--- config.mk ---
export PLATFORM = sky130hd
export DESIGN_NAME = mux6_rr_scheduler
export DESIGN_NICKNAME = d
export VERILOG_FILES = /design/src/rtl/mux6_rr_scheduler.sv
export SDC_FILE = /design/constraint.sdc
export NUM_CORES = 1
export LEC_CHECK = 0
export CAP_MARGIN = 20
export CORE_UTILIZATION = 30
export DETAILED_ROUTE_END_ITERATION = 6
export GPL_ROUTABILITY_DRIVEN = 0
export PLACE_DENSITY = 0.56
export SYNTH_ARGS = -nofsm -noshare
export SYNTH_HDL_FRONTEND = slang
export SYNTH_SLANG_ARGS = --single-unit
--- constraint.sdc ---
create_clock -name clk -period 6.7 [get_ports clk]
set_input_delay 0.67 -clock clk [delete_from_list [all_inputs] [get_ports clk]]
set_output_delay 0.67 -clock clk [all_outputs]
set_load 0.02 [all_outputs]
--- src/rtl/mux6_rr_scheduler.sv ---
// mux6_rr_scheduler: six-requester round-robin scheduler driving a shared
// 6:1 payload mux with a registered valid/ready output stage.
//
// Handshake: out_valid rises with a captured payload and then holds sel, gnt
// and out_data stable until a cycle where out_valid && out_ready are both
// high at the rising edge; that edge completes the transfer. out_valid never
// drops without a completion, except through reset.
//
// Optional feature: define MUX6_SCHED_LOCK_EN to add the lock input. A
// completing requester whose lock and req bits are both set is granted again
// and the round-robin pointer stays where it is.
module mux6_rr_scheduler #(
  parameter int WIDTH = 4
) (
  input  logic             clk,
  input  logic             rst_n,
  input  logic [5:0]       req,
  input  logic [WIDTH-1:0] data0,
  input  logic [WIDTH-1:0] data1,
  input  logic [WIDTH-1:0] data2,
  input  logic [WIDTH-1:0] data3,
  input  logic [WIDTH-1:0] data4,
  input  logic [WIDTH-1:0] data5,
  input  logic             out_ready,
`ifdef MUX6_SCHED_LOCK_EN
  input  logic [5:0]       lock,
`endif
  output logic [2:0]       sel,
  output logic [5:0]       gnt,
  output logic [WIDTH-1:0] out_data,
  output logic             out_valid,
  output logic             dbg_state_o,
  output logic [2:0]       dbg_ptr_o
);

  typedef enum logic {
    ST_IDLE  = 1'b0,
    ST_GRANT = 1'b1
  } state_t;

  localparam logic [2:0] SEL_NONE = 3'b111;

  state_t           state_q, state_d;
  logic [2:0]       ptr_q, ptr_d;
  logic [2:0]       sel_q, sel_d;
  logic [5:0]       gnt_q, gnt_d;
  logic [WIDTH-1:0] data_q, data_d;

  logic [WIDTH-1:0] data_arr [6];
  logic [2:0]       nxt_ptr;
  logic [2:0]       pick_idle;
  logic [2:0]       pick_done;
  logic             relock;
  logic             load_en;
  logic [2:0]       load_idx;

  // First set request bit at or after start, wrapping 5 -> 0; 3'b111 if none.
  // Walking the offsets from far to near lets the nearest hit win.
  function automatic logic [2:0] rr_find(input logic [5:0] r, input logic [2:0] start);
    logic [3:0] pos;
    rr_find = SEL_NONE;
    for (int k = 5; k >= 0; k--) begin
      pos = {1'b0, start} + k[3:0];
      if (pos >= 4'd6) pos = pos - 4'd6;
      if (r[pos[2:0]]) rr_find = pos[2:0];
    end
  endfunction

  assign data_arr[0] = data0;
  assign data_arr[1] = data1;
  assign data_arr[2] = data2;
  assign data_arr[3] = data3;
  assign data_arr[4] = data4;
  assign data_arr[5] = data5;

  // Pointer after a completion, and the candidate winners for both states.
  assign nxt_ptr   = (sel_q == 3'd5) ? 3'd0 : sel_q + 3'd1;
  assign pick_idle = rr_find(req, ptr_q);
  assign pick_done = rr_find(req, nxt_ptr);

`ifdef MUX6_SCHED_LOCK_EN
  assign relock = lock[sel_q] & req[sel_q];
`else
  assign relock = 1'b0;
`endif

  // Next-state logic: grant from IDLE, hold under backpressure, and on
  // completion either re-grant (lock), grant the next requester, or go idle.
  always_comb begin
    state_d  = state_q;
    ptr_d    = ptr_q;
    sel_d    = sel_q;
    gnt_d    = gnt_q;
    data_d   = data_q;
    load_en  = 1'b0;
    load_idx = pick_idle;
    unique case (state_q)
      ST_IDLE: begin
        if (|req) begin
          load_en  = 1'b1;
          load_idx = pick_idle;
        end
      end
      ST_GRANT: begin
        if (out_ready) begin
          if (relock) begin
            load_en  = 1'b1;
            load_idx = sel_q;
          end else begin
            ptr_d = nxt_ptr;
            if (|req) begin
              load_en  = 1'b1;
              load_idx = pick_done;
            end else begin
              state_d = ST_IDLE;
              sel_d   = SEL_NONE;
              gnt_d   = 6'b0;
            end
          end
        end
      end
      default: state_d = ST_IDLE;
    endcase
    if (load_en) begin
      state_d = ST_GRANT;
      sel_d   = load_idx;
      gnt_d   = 6'b000001 << load_idx;
      data_d  = data_arr[load_idx];
    end
  end

  // State, pointer and output registers; reset clears everything at once.
  always_ff @(posedge clk or negedge rst_n) begin
    if (!rst_n) begin
      state_q <= ST_IDLE;
      ptr_q   <= 3'd0;
      sel_q   <= SEL_NONE;
      gnt_q   <= 6'b0;
      data_q  <= '0;
    end else begin
      state_q <= state_d;
      ptr_q   <= ptr_d;
      sel_q   <= sel_d;
      gnt_q   <= gnt_d;
      data_q  <= data_d;
    end
  end

  assign sel         = sel_q;
  assign gnt         = gnt_q;
  assign out_data    = data_q;
  assign out_valid   = (state_q == ST_GRANT);
  assign dbg_state_o = state_q;
  assign dbg_ptr_o   = ptr_q;

endmodule

# Yosys cells after proc, flatten, opt, wreduce, memory -nomap -nowiden
# Cells that the tools add are included.
[op_classes]
n_shift = 1
magnitude_cmp = 25
addsub = 23
n_reduce_logical = 5
eq_ne = 2
bitwise_logic = 2
mux = 69
[op_table]
columns = ["op", "count"]
rows = [
  ["$mux 3", 31],
  ["$lt 3x4->1 const B", 12],
  ["$ge 4x3->1 const B", 10],
  ["$bmux 1 s3", 12],
  ["$sub 3x3->3 const B", 12],
  ["$mux 6", 4],
  ["$mux 1", 17],
  ["$add 3x2->4 const B", 4],
  ["$add 3x3->4 const B", 4],
  ["$bmux 4 s3", 1],
  ["$add 3x1->4 const B", 2],
  ["$mux 4", 2],
  ["$ge 3x3->1 const B", 2],
  ["$pmux 3 s2", 1],
  ["$reduce_or 6->1", 1],
  ["$shl 1x3->6 const A", 1],
  ["$ge 4x4->1 const B", 1],
  ["$not 3->4", 1],
  ["$reduce_bool 2->1", 2],
  ["$add 3x1->3 const B", 1],
  ["$eq 3x3->1 const B", 1],
  ["$reduce_and 3->1", 1],
  ["$ne 2x2->1 const B", 1],
  ["$pmux 1 s2", 1],
  ["2 further kinds", 2],
]
[totals]
output_inout_bits = 18
register_bits = 17

# Logic depth before layout (Yosys ltp)
# Gate-level depths: netlist (run 1).
[depth]
ltp_word = 20
mapped_depth = 18
mapped_depth_nobuf = 13

# Least setup slack after synthesis (run 1)
# OpenSTA, ideal clock, no wires.
[synth_timing]
kind = "flip-flop to flip-flop"
startpoint = "register sel_q[2] (netlist: sel[2])"
endpoint = "register data_q[3] (netlist: out_data[3])"
stages_incl_launch_ff = 17
slack_ns = 3.190
period_less_slack_ns = 3.510
arrival_time_ns = 3.439
required_time_ns = 6.630
n_path_buf = 4
path_cell_list = "dfstp_2 -> buf_2 -> clkbuf_1 -> nand2b_1 -> and2_1 -> ha_1 -> clkbuf_1 -> or2_2 -> o2bb2ai_1 -> a31o_2 -> o21bai_1 -> a21o_1 -> a211oi_2 -> clkbuf_4 -> o21ai_1 -> a21bo_2 -> nand4_1"
[synth_between]
elab_chain_cells = 20
elab_cells_between_ends = 51
[synth_lines]
columns = ["item", "line", "source"]
rows = [
  ["from (decl)", "45", "logic [2:0] sel_q, sel_d;"],
  ["from (signal assigned)", "143", "sel_q <= sel_d;"],
  ["$add 3x1->3 / $eq 3x3->1 (equally long branches)", "77", "assign nxt_ptr = (sel_q == 3'd5) ? 3'd0 : sel_q + 3'd1;"],
  ["$mux 3 (*)", "77", ""],
  ["$add 3x3->4", "63", "pos = {1'b0, start} + k[3:0];"],
  ["$ge 4x3->1 / $sub 3x3->3 (equally long branches)", "64", "if (pos >= 4'd6) pos = pos - 4'd6;"],
  ["$mux 3", "64", ""],
  ["$bmux 1 s3", "65", "if (r[pos[2:0]]) rr_find = pos[2:0];"],
  ["$mux 1 (implied by the code)", "65", ""],
  ["$mux 3 (5 in series)", "65", ""],
  ["$mux 3 (*)", "65", ""],
  ["$mux 3 (*)", "111", "if (|req) begin"],
  ["$mux 3 (*)", "105", "if (out_ready) begin"],
  ["$pmux 3 s2 (*)", "97", "unique case (state_q)"],
  ["$not 3->4 (implied by the code) (*)", "128", "data_d = data_arr[load_idx];"],
  ["$bmux 4 s3 (*)", "128", ""],
  ["$mux 4 (implied by the code) (*) (2 in series)", "128", ""],
  ["to (signal assigned)", "145", "data_q <= data_d;"],
  ["to (decl)", "47", "logic [WIDTH-1:0] data_q, data_d;"],
]
# Mark *: on every way between the ends. The rest lies on a longest branch, timed or not. The select of a mux whose other input is x is not followed.
# A chain may end at the register's enable or synchronous reset.

# Worst setup path in the final report (run 1)
[layout_timing]
startpoint = "register sel_q[0] (netlist: sel[0])"
endpoint = "register data_q[1] (netlist: out_data[1])"
[layout_between]
elab_chain_cells = 20
elab_cells_between_ends = 51
[layout_lines]
columns = ["item", "line", "source"]
rows = [
  ["$add 3x1->3 / $eq 3x3->1 (equally long branches)", "77", ""],
  ["$mux 3 (*)", "77", ""],
  ["named net nxt_ptr[2]", "50", "logic [2:0] nxt_ptr;"],
  ["$add 3x3->4", "63", ""],
  ["$ge 4x3->1 / $sub 3x3->3 (equally long branches)", "64", ""],
  ["$mux 3", "64", ""],
  ["$bmux 1 s3", "65", ""],
  ["$mux 1 (implied by the code)", "65", ""],
  ["$mux 3 (5 in series)", "65", ""],
  ["$mux 3 (*)", "65", ""],
  ["$mux 3 (*)", "111", ""],
  ["$mux 3 (*)", "105", ""],
  ["$pmux 3 s2 (*)", "97", ""],
  ["$not 3->4 (implied by the code) (*)", "128", ""],
  ["$bmux 4 s3 (*)", "128", ""],
  ["$mux 4 (implied by the code) (*) (2 in series)", "128", ""],
]
# Mark *: on every way through the listed nets, which the timed path passes. The rest lies on a longest branch. The select of a mux whose other input is x is not followed.

==> metrics.txt, run 1 <==
# TYPE chip_impl_metric gauge
chip_impl_info{name="outcome",value="finished clean"} 1
chip_impl_metric{name="antenna_found_initial",unit=""} 0
chip_impl_info{name="grt-busiest-layer",value="met2"} 1
chip_impl_metric{name="synth-adder-area-share",unit="%"} 4.503
chip_impl_metric{name="final_worst_clock_skew",unit="ps"} 2.421
chip_impl_metric{name="cp_data_arrival_time",unit="ps"} 4700
chip_impl_metric{name="synth.lib_cells_used.distinct",unit=""} 93
chip_impl_metric{name="drive_above_1_share",unit="%"} 15.00
chip_impl_metric{name="maxCapViolCount",unit=""} 0
chip_impl_metric{name="setup-violations-final",unit=""} 0
chip_impl_metric{name="place_hpwl",unit="um"} 6438
chip_impl_metric{name="antenna_cells_inserted",unit=""} 0
chip_impl_metric{name="slowest_delay",unit="ps"} 1040
chip_impl_metric{name="chipHeight",unit="um"} 102.9
chip_impl_info{name="cpLargestDelayFamily",value="compound AO/OA/AOI/OAI gates"} 1
chip_impl_info{name="holdCritPathClass",value="flop to flop"} 1
chip_impl_metric{name="numClockSinks",unit=""} 17
chip_impl_metric{name="postCtsSetupRepairBufs",unit=""} 0
chip_impl_info{name="rr_startpoint",value="sel[0]"} 1
chip_impl_metric{name="final_report_hold_violation_count",unit=""} 0
chip_impl_metric{name="drtAntennaViolNets",unit=""} 0
chip_impl_info{name="synth_area_leaders",value="dfrtp_1, ha_1, nand2_1"} 1
chip_impl_metric{name="clock_latency_at_the_later_pin_of_the_worst_skew_pair",unit="ps"} 250
chip_impl_metric{name="globalRouteOverflowTotal",unit=""} 0
chip_impl_info{name="rsz0062_at_grt",value="false"} 1
chip_impl_metric{name="fp.dieArea",unit="mm^2"} 0.01060
chip_impl_metric{name="layout_worst_path_cycle_share",unit="%"} 67.29
chip_impl_metric{name="grt_util_met1",unit="%"} 23.86
chip_impl_metric{name="drt-total-wl",unit="um"} 8698
chip_impl_metric{name="final_sum_of_negative_setup_slack",unit="ps"} 0
chip_impl_info{name="synth_area_leader_cell",value="dfrtp_1"} 1
chip_impl_metric{name="postSynth.asyncResetShare",unit="%"} 100.0
chip_impl_metric{name="maximum_number_of_pins_on_one_net_before_global_route_repair",unit=""} 44
chip_impl_metric{name="holdBufCountCts",unit=""} 0
chip_impl_metric{name="cts.repair.resized",unit=""} 0
chip_impl_info{name="worstHoldEndpoint",value="out_data[3]"} 1
chip_impl_metric{name="synth_compound_area_share",unit="%"} 36.02
chip_impl_metric{name="r2r_slack",unit="ps"} 2190
chip_impl_metric{name="max_slew_margin",unit="%"} 41.11
chip_impl_metric{name="path_buf_inv",unit=""} 1
chip_impl_metric{name="met2_track_demand_over_resource",unit="%"} 27.23
chip_impl_metric{name="holdPathStages",unit=""} 2
chip_impl_metric{name="num_vias",unit=""} 2945
chip_impl_metric{name="fp.coreArea",unit="mm^2"} 0.009819
chip_impl_metric{name="worstRegToRegCells",unit=""} 12
chip_impl_metric{name="gr-usage-met3",unit="%"} 1.763
chip_impl_metric{name="max_clock_freq",unit="GHz"} 0.2218
chip_impl_metric{name="areaGrowthSynthToFinish",unit="%"} 16.17
chip_impl_info{name="ordered_list_of_cells_on_the_worst_path",value="nand3b_1, and2_1, inv_1, ha_1, a2bb2oi_1, a211oi_1, a211oi_1, nor3_1, a211oi_2, o21ai_0, a21bo_2, nand4_1"} 1
chip_impl_metric{name="period_minus_slack",unit="ps"} 4509
chip_impl_metric{name="io_buffers",unit=""} 50
chip_impl_metric{name="synthCells",unit=""} 374
chip_impl_info{name="cts.root.buffer_cell",value="clkbuf_8"} 1
chip_impl_info{name="mostFrequentLayoutCell",value="clkdlybuf4s50_1"} 1
chip_impl_metric{name="yosysWarnings",unit=""} 0
chip_impl_metric{name="fp-row-count",unit=""} 36
chip_impl_metric{name="clock_tree.htree_level_count",unit=""} 1
chip_impl_metric{name="dp_cells",unit=""} 529
chip_impl_info{name="dominant_combinational_cell_family_by_area_after_synthesis",value="compound AO/OA/AOI/OAI gates"} 1
chip_impl_metric{name="worst_ep_required_time",unit="ps"} 6890
chip_impl_metric{name="detail_route.iter0.violations",unit=""} 208
chip_impl_metric{name="critical_path.max_fanout",unit=""} 43
chip_impl_info{name="dominant_cell_type_by_count_on_the_critical_path",value="a211oi_1"} 1
chip_impl_metric{name="final_cells",unit=""} 533
chip_impl_info{name="cp-end-kind",value="flop"} 1
chip_impl_metric{name="grt_pass1_vias",unit=""} 2820
chip_impl_info{name="worstSetupStartpointType",value="flop"} 1
chip_impl_metric{name="ys_ff_latch",unit=""} 17
chip_impl_info{name="timing.critical_path.slowest_stage_cell",value="dfstp_2"} 1
chip_impl_metric{name="yosys-mux-area-fraction",unit="%"} 9.824
chip_impl_info{name="layout.cells.most_common_list",value="clkdlybuf4s50_1, nand2_1, nand3_1, a21oi_1"} 1
chip_impl_metric{name="cts_made_buffers",unit=""} 3
chip_impl_metric{name="nets",unit=""} 445
chip_impl_metric{name="num_io_pins",unit=""} 51
chip_impl_info{name="hold_start",value="out_data[3]"} 1
chip_impl_metric{name="synth_area",unit="mm^2"} 0.003057
chip_impl_info{name="synth_ff_type",value="dfrtp_1"} 1
chip_impl_metric{name="synth_simple_gate_area_share",unit="%"} 22.96
chip_impl_metric{name="post_drt_via_cell_ratio",unit=""} 5.525
chip_impl_metric{name="synth-edff-count",unit=""} 0
chip_impl_metric{name="wl_per_cell",unit="um"} 16.32
chip_impl_metric{name="timing_max_transition_violations_final",unit=""} 0
chip_impl_info{name="tritoncts",value="done"} 1
chip_impl_metric{name="clkTransAtPathRegs",unit="ps"} 70
chip_impl_metric{name="cts.path.max_buffers",unit=""} 2
chip_impl_metric{name="synth.yosys.seq_area_share",unit="%"} 14.04
chip_impl_metric{name="start_util",unit="%"} 31.13
chip_impl_metric{name="grt_pass1_wl",unit="um"} 14410
chip_impl_info{name="reg2reg_to",value="out_data[1]"} 1
chip_impl_metric{name="grt_util_all_layers",unit="%"} 16.82
chip_impl_metric{name="synthDominantCellAreaShare",unit="%"} 11.46
chip_impl_metric{name="tightestPinTransition",unit="ps"} 881.9
chip_impl_metric{name="synth.net_count",unit=""} 418
chip_impl_metric{name="post_synth_xor_area_fraction",unit="%"} 3.193
chip_impl_metric{name="synth_area_per_cell",unit="um^2"} 8.173
chip_impl_metric{name="detailedRoute.firstPassIterationCount",unit=""} 4
chip_impl_metric{name="die_w",unit="um"} 102.9
chip_impl_metric{name="drc",unit=""} 0
chip_impl_info{name="criticalPathCategory",value="flop to flop"} 1
-- state kept, by name, indices dropped and copies added, names as in the netlist --
signal	cells
dbg_ptr_o	3
dbg_state_o	1
gnt	6
out_data	4
sel	3
-- worst max-delay path by stage --
stage | startpoint | to | slack (ps) | depth (start not counted)
2_1_floorplan | sel[2] | out_data[3] | 3190 | 16
3_3_place_gp | sel[0] | out_data[2] | 2390 | 12
3_5_place_dp | sel[0] | out_data[0] | 2290 | 11
4_1_cts | sel[0] | out_data[0] | 2260 | 11
5_1_grt | sel[0] | out_data[1] | 1930 | 11
6_report | sel[0] | out_data[1] | 2190 | 12
-- logic make-up after synthesis --
| group | count (synthesis) |
|---|---|
| xor+xnor | 9 |
| fa+ha+maj | 11 |
| compound gates | 140 |
| flops | 17 |
| mux | 22 |
| buf+inv | 45 |
| simple gates | 130 |
-- synthesized netlist by cell type, types with 3 or more instances --
cell type / count
nand2_1: 35
a21oi_1: 20
nand3_1: 20
o21ai_0: 17
o21ai_1: 17
inv_1: 16
nor2_1: 15
dfrtp_1: 14
a21bo_2: 12
mux2i_1: 12
ha_1: 11
nand2b_1: 10
buf_2: 8
buf_6: 8
clkbuf_1: 7
nand4_1: 7
a211o_1: 6
a21o_1: 6
nor3_1: 6
a211oi_1: 5
nor2b_1: 5
xnor2_1: 5
a211oi_2: 4
o22ai_1: 4
or3_1: 4
a221o_1: 3
dfstp_2: 3
mux2i_4: 3
nor3b_1: 3
o211a_1: 3
o21a_1: 3
o311a_1: 3
xor2_1: 3
-- layout make-up --
| cell class | count | area, um^2 |
|---|---|---|
| Multi-Input combinational cell | 312 | 2338 |
| Tap cell | 133 | 166.4 |
| Clock inverter | 1 | 7.507 |
| Clock buffer | 3 | 41.29 |
| Sequential cell | 17 | 429.2 |
| Inverter | 16 | 60.06 |
| Fill cell | 1046 | 6269 |
| Timing Repair Buffer | 51 | 508.0 |
-- per-stage QoR --
stage / hold WS [ps] / setup slack, ps / area, um^2 / utilization, %
floorplan: 374.4 / 3190 / 3057 / -
global placement: 478.0 / 2390 / 3502 / 35.67
detailed placement: 476.6 / 2293 / 3502 / 35.67
CTS: 497.9 / 2262 / 3551 / 36.16
global route: 509.0 / 1926 / 3551 / 36.16
finish: 492.6 / 2191 / 3551 / 36.16
-- routing by layer --
layer  routed length, um  up-vias
met5                   0        -
met4                 129        0
met3                 365       11
met2                3889       87
met1                4314     1394
li1                    -     1453
-- worst min-delay path, cell delays in order (launching register included) --
cell and delay, ps:
dfrtp_1 350, nand2_1 50, nand4_1 60
Power of run 1 is left out: the tool's default activity adds up to more than one toggle a clock period on the data nets, which glitch-free logic cannot reach.
==> run 2: changes to the inputs <==
PLACE_DENSITY = 0.58   (was 0.56)
clock period = 3.8 ns   (was 6.7 ns; I/O delays follow)
==> run 2 against run 1 <==
First-iteration DRC count increased by 37%. Global-route usage increased by 0.12 points. Non-clock buffer count increased by 14. Critical endpoint is now out_data[0]. Hold slack improved by 4.2 ps. Register-to-register slack got worse by 2000 ps.
==> metrics.txt, run 2 (synthesis gave the netlist of run 1 again) <==
# TYPE chip_impl_metric gauge
chip_impl_info{name="outcome",value="finished clean"} 1
chip_impl_metric{name="detail_route.iter0.violations",unit=""} 284
chip_impl_metric{name="clkTransAtPathRegs",unit="ps"} 80
chip_impl_metric{name="largest_register_ff_count",unit=""} 6
chip_impl_metric{name="num_vias",unit=""} 3014
chip_impl_metric{name="period_minus_slack",unit="ps"} 3644
chip_impl_metric{name="drtAntennaViolNets",unit=""} 0
chip_impl_metric{name="clock_latency_at_the_later_pin_of_the_worst_skew_pair",unit="ps"} 250
chip_impl_metric{name="critical_path.max_fanout",unit=""} 20
chip_impl_metric{name="grt_util_all_layers",unit="%"} 16.94
chip_impl_metric{name="post_drt_via_cell_ratio",unit=""} 5.510
chip_impl_metric{name="dp_cells",unit=""} 543
chip_impl_metric{name="antenna_found_initial",unit=""} 0
chip_impl_metric{name="wl_per_cell",unit="um"} 16.20
chip_impl_info{name="cp-end-kind",value="flop"} 1
chip_impl_info{name="worstSetupStartpointType",value="flop"} 1
chip_impl_metric{name="fp.dieArea",unit="mm^2"} 0.01060
chip_impl_metric{name="slowest_delay",unit="ps"} 730
chip_impl_metric{name="cts.path.max_buffers",unit=""} 2
chip_impl_metric{name="worst_ep_required_time",unit="ps"} 3980
chip_impl_metric{name="fp-row-count",unit=""} 36
chip_impl_metric{name="tightestPinTransition",unit="ps"} 789.6
chip_impl_metric{name="max_clock_freq",unit="GHz"} 0.2744
chip_impl_metric{name="drive_above_1_share",unit="%"} 18.36
chip_impl_metric{name="max_slew_margin",unit="%"} 47.19
chip_impl_info{name="holdCritPathClass",value="flop to flop"} 1
chip_impl_metric{name="place_hpwl",unit="um"} 6828
chip_impl_metric{name="final_sum_of_negative_setup_slack",unit="ps"} 0
chip_impl_metric{name="final_cells",unit=""} 547
chip_impl_metric{name="cts_made_buffers",unit=""} 3
chip_impl_metric{name="drt-total-wl",unit="um"} 8864
chip_impl_info{name="timing.critical_path.slowest_stage_cell",value="dfstp_4"} 1
chip_impl_metric{name="hold_slack",unit="ps"} 496.8
chip_impl_metric{name="final_report_hold_violation_count",unit=""} 0
chip_impl_metric{name="maximum_number_of_pins_on_one_net_before_global_route_repair",unit=""} 26
chip_impl_metric{name="grt_pass1_vias",unit=""} 2874
chip_impl_metric{name="detailedRoute.firstPassIterationCount",unit=""} 4
chip_impl_metric{name="final_worst_clock_skew",unit="ps"} 9.187
chip_impl_metric{name="drc",unit=""} 0
chip_impl_metric{name="setup-violations-final",unit=""} 0
chip_impl_metric{name="grt_pass1_wl",unit="um"} 14280
chip_impl_metric{name="nets",unit=""} 459
chip_impl_metric{name="areaGrowthSynthToFinish",unit="%"} 20.18
chip_impl_metric{name="chipHeight",unit="um"} 102.9
chip_impl_info{name="mostFrequentLayoutCell",value="clkdlybuf4s50_1"} 1
chip_impl_metric{name="clock_tree.htree_level_count",unit=""} 1
chip_impl_metric{name="numClockSinks",unit=""} 17
chip_impl_metric{name="fp.coreArea",unit="mm^2"} 0.009819
chip_impl_metric{name="final_core_util",unit="%"} 37.41
chip_impl_metric{name="antenna_cells_inserted",unit=""} 0
chip_impl_metric{name="cp_data_arrival_time",unit="ps"} 3820
chip_impl_info{name="ordered_list_of_cells_on_the_worst_path",value="nor2_1, mux2i_4, inv_1, ha_1, nor2b_1, o2bb2ai_1, a31o_2, a2111oi_0, o21ai_1, a32oi_2, and4b_2, a21bo_2, nand4_1"} 1
chip_impl_metric{name="start_util",unit="%"} 31.13
chip_impl_metric{name="layout_worst_path_cycle_share",unit="%"} 95.89
chip_impl_metric{name="io_buffers",unit=""} 50
chip_impl_info{name="layout.cells.most_common_list",value="clkdlybuf4s50_1, nand2_1, nand3_1, a21oi_1"} 1
chip_impl_metric{name="num_io_pins",unit=""} 51
chip_impl_info{name="tritoncts",value="done"} 1
chip_impl_metric{name="holdBufCountCts",unit=""} 0
chip_impl_metric{name="die_w",unit="um"} 102.9
chip_impl_info{name="cts.root.buffer_cell",value="clkbuf_8"} 1
chip_impl_metric{name="globalRouteOverflowTotal",unit=""} 0
chip_impl_metric{name="maxCapViolCount",unit=""} 0
chip_impl_info{name="criticalPathCategory",value="flop to flop"} 1
chip_impl_metric{name="timing_max_transition_violations_final",unit=""} 0
-- run 2: cell count changes in the layout (fill, tap and decap cells not counted) --
cell,delta
buf_4,+14
dfstp_2,-2
a211oi_1,-2
a211oi_2,+2
dfstp_4,+2
-- run 2: area by class of cell --
type | instances | area (um^2)
Inverter | 16 | 60.06
Sequential cell | 17 | 436.7
Timing Repair Buffer | 65 | 613.1
Clock inverter | 1 | 7.507
Clock buffer | 3 | 41.29
Multi-Input combinational cell | 312 | 2349
Fill cell | 1061 | 6146
Tap cell | 133 | 166.4
-- run 2: metal layers --
metal,wire (um),track usage [%]
met1,4193,24.28
met2,4077,28.15
met3,548,1.220
met4,44,2.817
met5,0,0
-- run 2: stage by stage --
step | instance area [um^2] | worst slack [ps]
6_report | 3674 | 156.1
2_1_floorplan | 3057 | 290.2
4_1_cts | 3656 | 174.4
5_1_grt | 3674 | -7.785
3_5_place_dp | 3607 | 215.8
3_3_place_gp | 3607 | 194.6
-- run 2: final timing paths --
| kind | from | endpoint | slack [ps] | cells after the start |
|---|---|---|---|---|
| setup / recovery | sel[2] | out_data[0] | 160 | 13 |
| hold / removal | out_data[1] | out_data[1] | 500 | 2 |
| setup reg to reg | sel[2] | out_data[0] | 160 | 13 |
| hold reg to reg | out_data[1] | out_data[1] | 500 | 2 |
| max in group asynchronous | rst_n | dbg_ptr_o[0] | 2720 | 1 |
| min in group asynchronous | rst_n | gnt[3] | 580 | 1 |
-- run 2: critical path, delay by kind of cell, from the launching register on --
family	cells	cell delay [ps]
buf+inv	1	80
compound gates	6	1410
fa+ha+maj	1	430
simple gates	4	750
mux	1	160
flops	1	730
-- run 2: what timing repair did --
action / CTS / global route
setup buffers: 0 / 0
gates resized for setup: 0 / 4
setup endpoints to repair: 0 / 4
Power of run 2 is left out for the same reason.
